<file path="src/rtl/uart_frame_pkg.sv">
// uart_frame_pkg: shared state/error encodings and the default frame marker
package uart_frame_pkg;

    typedef enum logic [2:0] {IDLE, LEN, PAYLOAD, CSUM, DRAIN} state_e;

    typedef enum logic [1:0] {ERR_NONE, ERR_CSUM, ERR_LEN, ERR_TIMEOUT} err_e;

    localparam logic [7:0] SYNC_DEFAULT = 8'h55;

endpackage

</file>
<file path="src/rtl/uart_frame_rx_if.sv">
// uart_frame_rx_if: byte input, payload stream and frame status of the frame parser
interface uart_frame_rx_if;

    logic [7:0]  i_data;
    logic        i_valid;
    logic        i_ready;
    logic [7:0]  o_data;
    logic        o_valid;
    logic        o_last;
    logic [7:0]  o_len;
    logic        o_good;
    logic        o_err;
    logic [1:0]  o_err_code;
    logic        o_overrun;
    logic [15:0] o_frame_count;

    modport master (
        output i_data, i_valid, i_ready,
        input  o_data, o_valid, o_last, o_len, o_good, o_err, o_err_code, o_overrun, o_frame_count
    );

    modport slave (
        input  i_data, i_valid, i_ready,
        output o_data, o_valid, o_last, o_len, o_good, o_err, o_err_code, o_overrun, o_frame_count
    );

endinterface

</file>
<file path="src/rtl/uart_frame_buf.sv">
// uart_frame_buf: payload byte store, one write port and one asynchronous read port
module uart_frame_buf #(
    parameter int DEPTH = 16,
    parameter int AW    = $clog2(DEPTH)
) (
    input  logic          clk,
    input  logic          we,
    input  logic [AW-1:0] waddr,
    input  logic [7:0]    wdata,
    input  logic [AW-1:0] raddr,
    output logic [7:0]    rdata
);

    logic [7:0] mem [DEPTH];

    // capture payload bytes; contents are don't-care until written
    always_ff @(posedge clk) begin
        if (we) mem[waddr] <= wdata;
    end

    assign rdata = mem[raddr];

endmodule

</file>
<file path="src/rtl/uart_frame_rx.sv">
// uart_frame_rx: parses SYNC/LEN/payload/CSUM frames and releases checked payload on a stream
module uart_frame_rx
    import uart_frame_pkg::*;
#(
    parameter int         MAX_LEN        = 16,
    parameter logic [7:0] SYNC_BYTE      = SYNC_DEFAULT,
    parameter int         TIMEOUT_CYCLES = 120
) (
    input logic            clk,
    input logic            rst,
    uart_frame_rx_if.slave bus
);

    localparam int AW = $clog2(MAX_LEN);
    localparam int TW = $clog2(TIMEOUT_CYCLES + 1);

    state_e        state, state_nx;
    err_e          err_code;
    logic [7:0]    len, sum;
    logic [AW-1:0] wr_idx, rd_idx;
    logic [TW-1:0] timer;
    logic          in_frame, timeout, len_bad, csum_ok, wr_last, rd_last, wr_en;
    logic          err_fire, good_fire;

    assign in_frame = state inside {LEN, PAYLOAD, CSUM};
    assign timeout  = in_frame && !bus.i_valid && timer == TW'(TIMEOUT_CYCLES - 1);
    assign len_bad  = bus.i_data > 8'(MAX_LEN);
    assign csum_ok  = bus.i_data == sum;
    assign wr_last  = 8'(wr_idx) == len - 8'd1;
    assign rd_last  = 8'(rd_idx) == len - 8'd1;
    assign wr_en    = state == PAYLOAD && bus.i_valid;

    assign bus.o_valid = state == DRAIN;
    assign bus.o_last  = bus.o_valid && rd_last;

    uart_frame_buf #(.DEPTH(MAX_LEN), .AW(AW)) u_buf (
        .clk   (clk),
        .we    (wr_en),
        .waddr (wr_idx),
        .wdata (bus.i_data),
        .raddr (rd_idx),
        .rdata (bus.o_data)
    );

    // state register
    always_ff @(posedge clk) begin
        if (rst) state <= IDLE;
        else     state <= state_nx;
    end

    // frame sequencing and detection of good/bad frames; a stall overrides everything
    always_comb begin
        state_nx  = state;
        err_fire  = 1'b0;
        err_code  = ERR_NONE;
        good_fire = 1'b0;
        case (state)
            IDLE:    if (bus.i_valid && bus.i_data == SYNC_BYTE) state_nx = LEN;
            LEN:     if (bus.i_valid) begin
                         state_nx = len_bad ? IDLE : (bus.i_data == 8'd0 ? CSUM : PAYLOAD);
                         err_fire = len_bad;
                         err_code = len_bad ? ERR_LEN : ERR_NONE;
                     end
            PAYLOAD: if (bus.i_valid && wr_last) state_nx = CSUM;
            CSUM:    if (bus.i_valid) begin
                         state_nx  = (csum_ok && len != 8'd0) ? DRAIN : IDLE;
                         good_fire = csum_ok;
                         err_fire  = !csum_ok;
                         err_code  = csum_ok ? ERR_NONE : ERR_CSUM;
                     end
            DRAIN:   if (bus.i_ready && rd_last) state_nx = IDLE;
            default: state_nx = IDLE;
        endcase
        if (timeout) begin
            state_nx = IDLE;
            err_fire = 1'b1;
            err_code = ERR_TIMEOUT;
        end
    end

    // running sum, indices, idle timer and registered status outputs
    always_ff @(posedge clk) begin
        if (rst) begin
            len               <= '0;
            sum               <= '0;
            wr_idx            <= '0;
            rd_idx            <= '0;
            timer             <= '0;
            bus.o_len         <= '0;
            bus.o_good        <= 1'b0;
            bus.o_err         <= 1'b0;
            bus.o_err_code    <= ERR_NONE;
            bus.o_overrun     <= 1'b0;
            bus.o_frame_count <= '0;
        end else begin
            bus.o_good    <= good_fire;
            bus.o_err     <= err_fire;
            bus.o_overrun <= state == DRAIN && bus.i_valid;
            timer         <= (in_frame && !bus.i_valid && !timeout) ? timer + 1'b1 : '0;
            if (err_fire) bus.o_err_code <= err_code;
            if (state == LEN && bus.i_valid) begin
                len    <= bus.i_data;
                sum    <= bus.i_data;
                wr_idx <= '0;
            end
            if (wr_en) begin
                sum    <= sum + bus.i_data;
                wr_idx <= wr_idx + 1'b1;
            end
            if (good_fire) begin
                bus.o_len         <= len;
                bus.o_frame_count <= bus.o_frame_count + 16'd1;
                rd_idx            <= '0;
            end
            if (state == DRAIN && bus.i_ready) rd_idx <= rd_idx + 1'b1;
        end
    end

endmodule

</file>
<file path="src/flat_wrapper.sv">
// flat-port wrapper written by rule: the top's interface ports become plain ports
module uart_frame_rx_flat import uart_frame_pkg::*;
#(
    parameter int         MAX_LEN        = 16,
    parameter logic [7:0] SYNC_BYTE      = SYNC_DEFAULT,
    parameter int         TIMEOUT_CYCLES = 120
)
  (clk, rst, bus_i_data, bus_i_valid, bus_i_ready, bus_o_data, bus_o_valid, bus_o_last, bus_o_len, bus_o_good, bus_o_err, bus_o_err_code, bus_o_overrun, bus_o_frame_count);
  uart_frame_rx_if bus_i ();
  input logic clk;
  input logic rst;
  input wire logic [$bits(bus_i.i_data)-1:0] bus_i_data;
  input wire logic [$bits(bus_i.i_valid)-1:0] bus_i_valid;
  input wire logic [$bits(bus_i.i_ready)-1:0] bus_i_ready;
  output wire logic [$bits(bus_i.o_data)-1:0] bus_o_data;
  output wire logic [$bits(bus_i.o_valid)-1:0] bus_o_valid;
  output wire logic [$bits(bus_i.o_last)-1:0] bus_o_last;
  output wire logic [$bits(bus_i.o_len)-1:0] bus_o_len;
  output wire logic [$bits(bus_i.o_good)-1:0] bus_o_good;
  output wire logic [$bits(bus_i.o_err)-1:0] bus_o_err;
  output wire logic [$bits(bus_i.o_err_code)-1:0] bus_o_err_code;
  output wire logic [$bits(bus_i.o_overrun)-1:0] bus_o_overrun;
  output wire logic [$bits(bus_i.o_frame_count)-1:0] bus_o_frame_count;
  assign bus_i.i_data = bus_i_data;
  assign bus_i.i_valid = bus_i_valid;
  assign bus_i.i_ready = bus_i_ready;
  assign bus_o_data = bus_i.o_data;
  assign bus_o_valid = bus_i.o_valid;
  assign bus_o_last = bus_i.o_last;
  assign bus_o_len = bus_i.o_len;
  assign bus_o_good = bus_i.o_good;
  assign bus_o_err = bus_i.o_err;
  assign bus_o_err_code = bus_i.o_err_code;
  assign bus_o_overrun = bus_i.o_overrun;
  assign bus_o_frame_count = bus_i.o_frame_count;
  uart_frame_rx #(.MAX_LEN(MAX_LEN), .SYNC_BYTE(SYNC_BYTE), .TIMEOUT_CYCLES(TIMEOUT_CYCLES)) u_core (.clk(clk), .rst(rst), .bus(bus_i));
endmodule
</file>
<file path="config.mk">
export PLATFORM = sky130hd
export DESIGN_NAME = uart_frame_rx_flat
export DESIGN_NICKNAME = d
export VERILOG_FILES = /design/src/rtl/uart_frame_pkg.sv /design/src/rtl/uart_frame_rx_if.sv /design/src/rtl/uart_frame_buf.sv /design/src/rtl/uart_frame_rx.sv /design/src/flat_wrapper.sv
export SDC_FILE = /design/constraint.sdc
export NUM_CORES = 1
export LEC_CHECK = 0
export ABC_AREA = 1
export CAP_MARGIN = 25
export CORE_AREA = 2 2 131 133
export DETAILED_ROUTE_END_ITERATION = 10
export DIE_AREA = 0 0 133 135
export PLACE_DENSITY = 0.8
export SLEW_MARGIN = 20
export SYNTH_ARGS = -nofsm -noshare
export SYNTH_HDL_FRONTEND = slang
export SYNTH_SLANG_ARGS = --single-unit
</file>
<file path="constraint.sdc">
create_clock -name clk -period 2.1 [get_ports clk]
set_clock_uncertainty 0.1 [all_clocks]
set_input_delay 0.42 -clock clk [delete_from_list [all_inputs] [get_ports clk]]
set_output_delay 0.42 -clock clk [all_outputs]
set_load 0.01 [all_outputs]
</file>
After elaboration in Yosys (flattened, before gate mapping)

Memories as Yosys holds them, arrays and structs flattened. A register that Yosys moved wholly into a read port is not among the register bits.
Index checks and enable logic that the tools add are counted.

Memories: 1
Word-level logic and storage cells: 90
Output and inout bits: 39
Memory bits (writable): 128
Input bits: 12
Flip-flop bits (word level): 63

Memory list:

| memory           | words | bits a word | rd ports | clocked after Yosys merged registers in | write ports | line                 | source |
|---|---|---|---|---|---|---|---|
| u_core.u_buf.mem | 16    | 8           | 1        | 1                                       | 1           | uart_frame_buf.sv:14 | `logic [7:0] mem [DEPTH];` |

Eq/ne operators: 14
Bitwise logic cells: 1
Add/subtract/negate cells: 6
Reduce and logical (&&, ||, !) cells: 24
Multiplexer cells: 31
$lt $le $gt $ge: 1

Operators with widths:

| kind                                                          | count |
|---|---|
| two-way mux 4 bit                                             | 6 |
| two-way mux 3 bit                                             | 7 |
| adder 16 x 1 -> 16 bit, second input constant                 | 1 |
| == test 4 x 8 -> 1 bit                                        | 2 |
| two-way mux 8 bit                                             | 2 |
| one-hot mux 3 bit (5 select lines)                            | 1 |
| logical AND 1 bit                                             | 12 |
| two-way mux 1 bit                                             | 9 |
| adder 4 x 1 -> 4 bit, second input constant                   | 2 |
| adder 8 bit                                                   | 1 |
| == test 8 x 7 -> 1 bit, second input constant                 | 1 |
| == test 8 bit                                                 | 1 |
| greater-than comparator 8 x 5 -> 1 bit, second input constant | 1 |
| zero test 8 bit                                               | 1 |
| two-way mux 2 bit                                             | 4 |
| inequality test 2 bit, second input constant                  | 4 |
| nonzero test 8 bit                                            | 1 |
| subtractor 8 x 1 -> 8 bit, second input constant              | 1 |
| adder 7 x 1 -> 7 bit, second input constant                   | 1 |
| == test 7 bit, second input constant                          | 1 |
| == test 3 x 2 -> 1 bit, second input constant                 | 2 |
| AND reduction 5 bit                                           | 1 |
| one-hot mux 2 bit (2 select lines)                            | 1 |
| nonzero test 2 bit                                            | 2 |
| 9 further kinds                                               | 12 |

Depth between registers and ports, before layout

Depth in word-level cells: 8
Gate-level depth with buffers: 15
Gate-level depth less buffers: 15

By module

A second synthesis with hierarchy kept.

Cell total of the unflattened synthesis: 1049
Area total of the unflattened synthesis: 9087.5 um^2

Modules (own cells, without submodules):

| module         | area each (um^2) | instances | cells each | seq. area each (um^2) |
|---|---|---|---|---|
| uart_frame_buf | 5606.6           | 1         | 543        | 3843.7 |
| uart_frame_rx  | 3480.8           | 1         | 506        | 1261.2 |

Worst setup path before layout

Ideal clock, no wire load.

Path type: input-to-reg
Start point: input bus_i_data[0]
End point: register u_core.sum[6]
Data arrival time: 1799 ps
Required time: 1930 ps
Stages on the path: 13
Path buffers: 0
Slack: 131 ps
Library setup time: 70 ps
Cells stage by stage: ha_1 inv_1 fa_1 inv_1 nand3_1 nand2_1 nand2_1 nand2_1 a21oi_1 or2_2 nand3_1 nand2_1 a21oi_1

Word-level cells in the longest chain between the ends: 2

RTL lines:

| item                 | line                 | source |
|---|---|---|
| start, declared      | flat_wrapper.sv:12   | `input wire logic [$bits(bus_i.i_data)-1:0] bus_i_data;` |
| adder 8 bit          | uart_frame_rx.sv:107 | `sum <= sum + bus.i_data;` |
| two-way mux 8 bit    | uart_frame_rx.sv:106 | `if (wr_en) begin` |
| end signal, assigned | uart_frame_rx.sv:103 | `sum <= bus.i_data;` |
| end signal, assigned | uart_frame_rx.sv:107 |  |
| end, declared        | uart_frame_rx.sv:19  | `logic [7:0] len, sum;` |

Every way passes these cells.
A chain may end at the register's enable or synchronous reset.

==> qor.csv <==
metric,value,unit
drt-vias-per-instance,5.49,
critPathKind,reg2out,
p_leak,4.09,nW
insertion_delay,0.43,ns
drtAntennaViolNets,0,
endpoint_kind,output port,
status,finished with violations,
cts-hold-fix-buffers,0,
clockRootBuffer,clkbuf_16,
grt_max_degree,27,
cts_buffer_depth,2,
required,1.58,ns
hpwlAfterDp,14.2,mm
drtIter0Drc,655,
tightest_slew,0.411,ns
initial_core_util,53.5,%
finalHoldViolCount,0,
ys_seq_area_share,59.1,%
layout_min_cycle_time,2.46,ns
drc,0,
tns,-2.73,ns
clock_power_share,39.6,%
portBuffers,50,
power_frac_seq,52.4,%
p_comb_share,8.0,%
ys_types,41,
power_density,723,mW/mm²
htree_levels,4,
finalSetupViolations,9,
synth_top_area_share,43.8,%
cp-start-kind,flop,
rsz0062_at_grt,true,
cts_sinks,195,
gp_congestion,0.874,
synth_area_leaders,"edfxtp_1 44%, dfxtp_1 15%, nand2_1 6.0%",
cts.clk_slew.worst_paths,0.07,ns
ios,51,
wl_per_cell,17.0,µm
core,0.0164,mm²
avgSynthCellArea,9.97,µm²
num_rows,47,
switching_share,22.8,%
antenna_found_initial,0,
num_antenna_cells,0,
holdWs,0.365,ns
switching_power,1.81,mW
syn-num-nets,909,
yosys_most_used_dff,edfxtp_1,
violations,setup timing,
nFillCells,1249,
synth_seq_cells,195,
numCtsBuffers,17,
cts_tree,built,
synthCells,880,
irDropWorstVdd,0.634,mV
r2r_slack,0.08,ns
place_area,0.0102,mm²
grt-ovfl-total,0,
drt-pass1-iter-count,5,
worst_slack,-0.357,ns
fin_cells,1257,
syn_area,0.00877,mm²
die_x,133,µm
ys_async_sr_fraction,0,%
arrival,1.94,ns
nNetsFinal,1055,
maxSlewViolCount,0,
grt_pass1_wl,33.7,mm
area_delta_synth_final,25.2,%
synth_top_area_cell,edfxtp_1,
max_slew_margin,72.5,%
place_inst,1211,
first_global_vias,6602,
critPathMaxFanout,7,
die_h,135,µm
synth_edf_count,128,
die-area,0.0180,mm²
maxCapViolCount,0,
track_usage,24.5,%
finalCritPeriodShare,117,%
stdcell_area,0.0110,mm²
min_path_type,reg2reg,
max_freq,407,MHz
yosys_warnings,0,
drive_above_1_share,19.0,%
vias,6902,
finalWirelength,21.4,mm
intPower,6.13,mW
path summary, 6_finish.rpt:
| path | cells after the start | startpoint | end |
|---|---|---|---|
| max | 6 | flop | bus_o_data[3] |
| min | 1 | u_core.timer[0] | u_core.timer[0] |
| max reg2reg | 9 | u_core.sum[2] | u_core.bus.o_len[2] |
| min reg2reg | 1 | u_core.timer[0] | u_core.timer[0] |
cells by family (layout without fill, tap and decap cells):
logic type               after synthesis  after routing  synth area share (%)
AO/OA/AOI/OAI                        180            180                  11.4
buffers and inverters                140            297                  6.50
AND/OR/NAND/NOR                      300            300                  15.2
adder cells (fa/ha/maj)               17             17                  2.51
flip-flops                           195            195                  59.1
multiplexers                          32             32                  3.65
XOR/XNOR                              16             16                  1.60
routing by layer:
layer  routed length, µm  global-route usage, %  share of wire (%)
met2               10200                   40.5                 48
met5                   0                      0                  0
met1                9200                   31.7                 43
met3                1460                   5.26                6.8
met4                 520                   10.0                2.4
power by group through the flow:
stage                     logic (mW)  registers (mW)  clock network, mW
after global routing           0.701            4.17               3.35
after floorplan                0.324            4.24                  0
after global placement         0.600            4.24                  0
after detailed placement       0.621            4.24                  0
final                          0.639            4.16               3.14
after CTS                      0.619            4.16               3.17
repair_timing:
| action | CTS | global route |
|---|---|---|
| setup buffers | 14 | 1 |
| resized for setup | 66 | 27 |
| pin swaps | 25 | 19 |
| cloned | 2 | 0 |
| setup endpoints to repair | 18 | 55 |
placed cells by master, fill, tap and decap left out, drive strengths merged:
cell and instances:
fa 1, nor4 8, o211ai 32, dfxtp 67, a21boi 1, edfxtp 128, bufinv 2, inv 109
dlygate4sd2 6, nor2 67, clkinvlp 3, ha 16, xor2 12, a21oi 77, nand2 143, clkbuf 18
or2 4, a22oi 1, clkdlybuf4s50 33, buf 119, nor3b 1, dlymetal6s2s 2, a31oi 5, nand4 8
clkinv 5, o21ai 63, nor3 14, nand3 54, and2 1, o221ai 1, mux2i 32, xnor2 4
registers in the layout, summed over array words and instances (netlist names), named ones only:
name,count
u_core.bus.o_err_code,2
u_core.bus.o_frame_count,16
u_core.bus.o_overrun,1
u_core.u_buf.mem,128
u_core.bus.o_good,1
u_core.rd_idx,4
u_core.wr_idx,4
u_core.sum,8
u_core.len,8
u_core.state,3
u_core.bus.o_err,1
u_core.bus.o_len,8
u_core.timer,7
final cells by class:
class,instances,area [µm²],area share (%)
clock inverter,12,133,1.21
inverter,107,404,3.68
clock buffer,18,429,3.91
sequential,195,5190,47.3
multi-input combinational,545,3110,28.3
tap,220,275,2.51
timing repair buffer,160,1440,13.1
synthesized netlist by cell type, types with 2 or more instances:
cell      number
nand2_1      141
edfxtp_1     128
inv_1         99
a21oi_1       77
dfxtp_1       67
nor2_1        57
o21ai_0       57
nand3_1       52
mux2i_1       32
o211ai_1      32
clkbuf_1      21
ha_1          16
nor3_1        13
xor2_1        12
nand4_1        8
nor2_2         8
nor4_1         7
inv_2          6
a31oi_1        5
o21ai_1        5
buf_2          4
buf_4          4
or2_2          4
xnor2_1        4
buf_6          3
nand2_2        2
nor2_4         2
worst max-delay path: stages, from the launching register on:
cell and delay (ns):
dfxtp_4 0.47, buf_12 0.17, mux2i_4 0.24, o21ai_1 0.08
o211ai_1 0.28, nand2_1 0.10, buf_2 0.15
per-stage QoR:
stage	utilization [%]	setup slack [ns]	power (mW)
final	66.9	-0.357	7.94
after global routing	66.9	-0.423	8.22
after CTS	66.5	-0.340	7.95
after detailed placement	62.0	-0.609	4.86
after global placement	62.0	-0.575	4.84
after floorplan	-	0.131	4.56
Power figures use the tool's default switching activity.
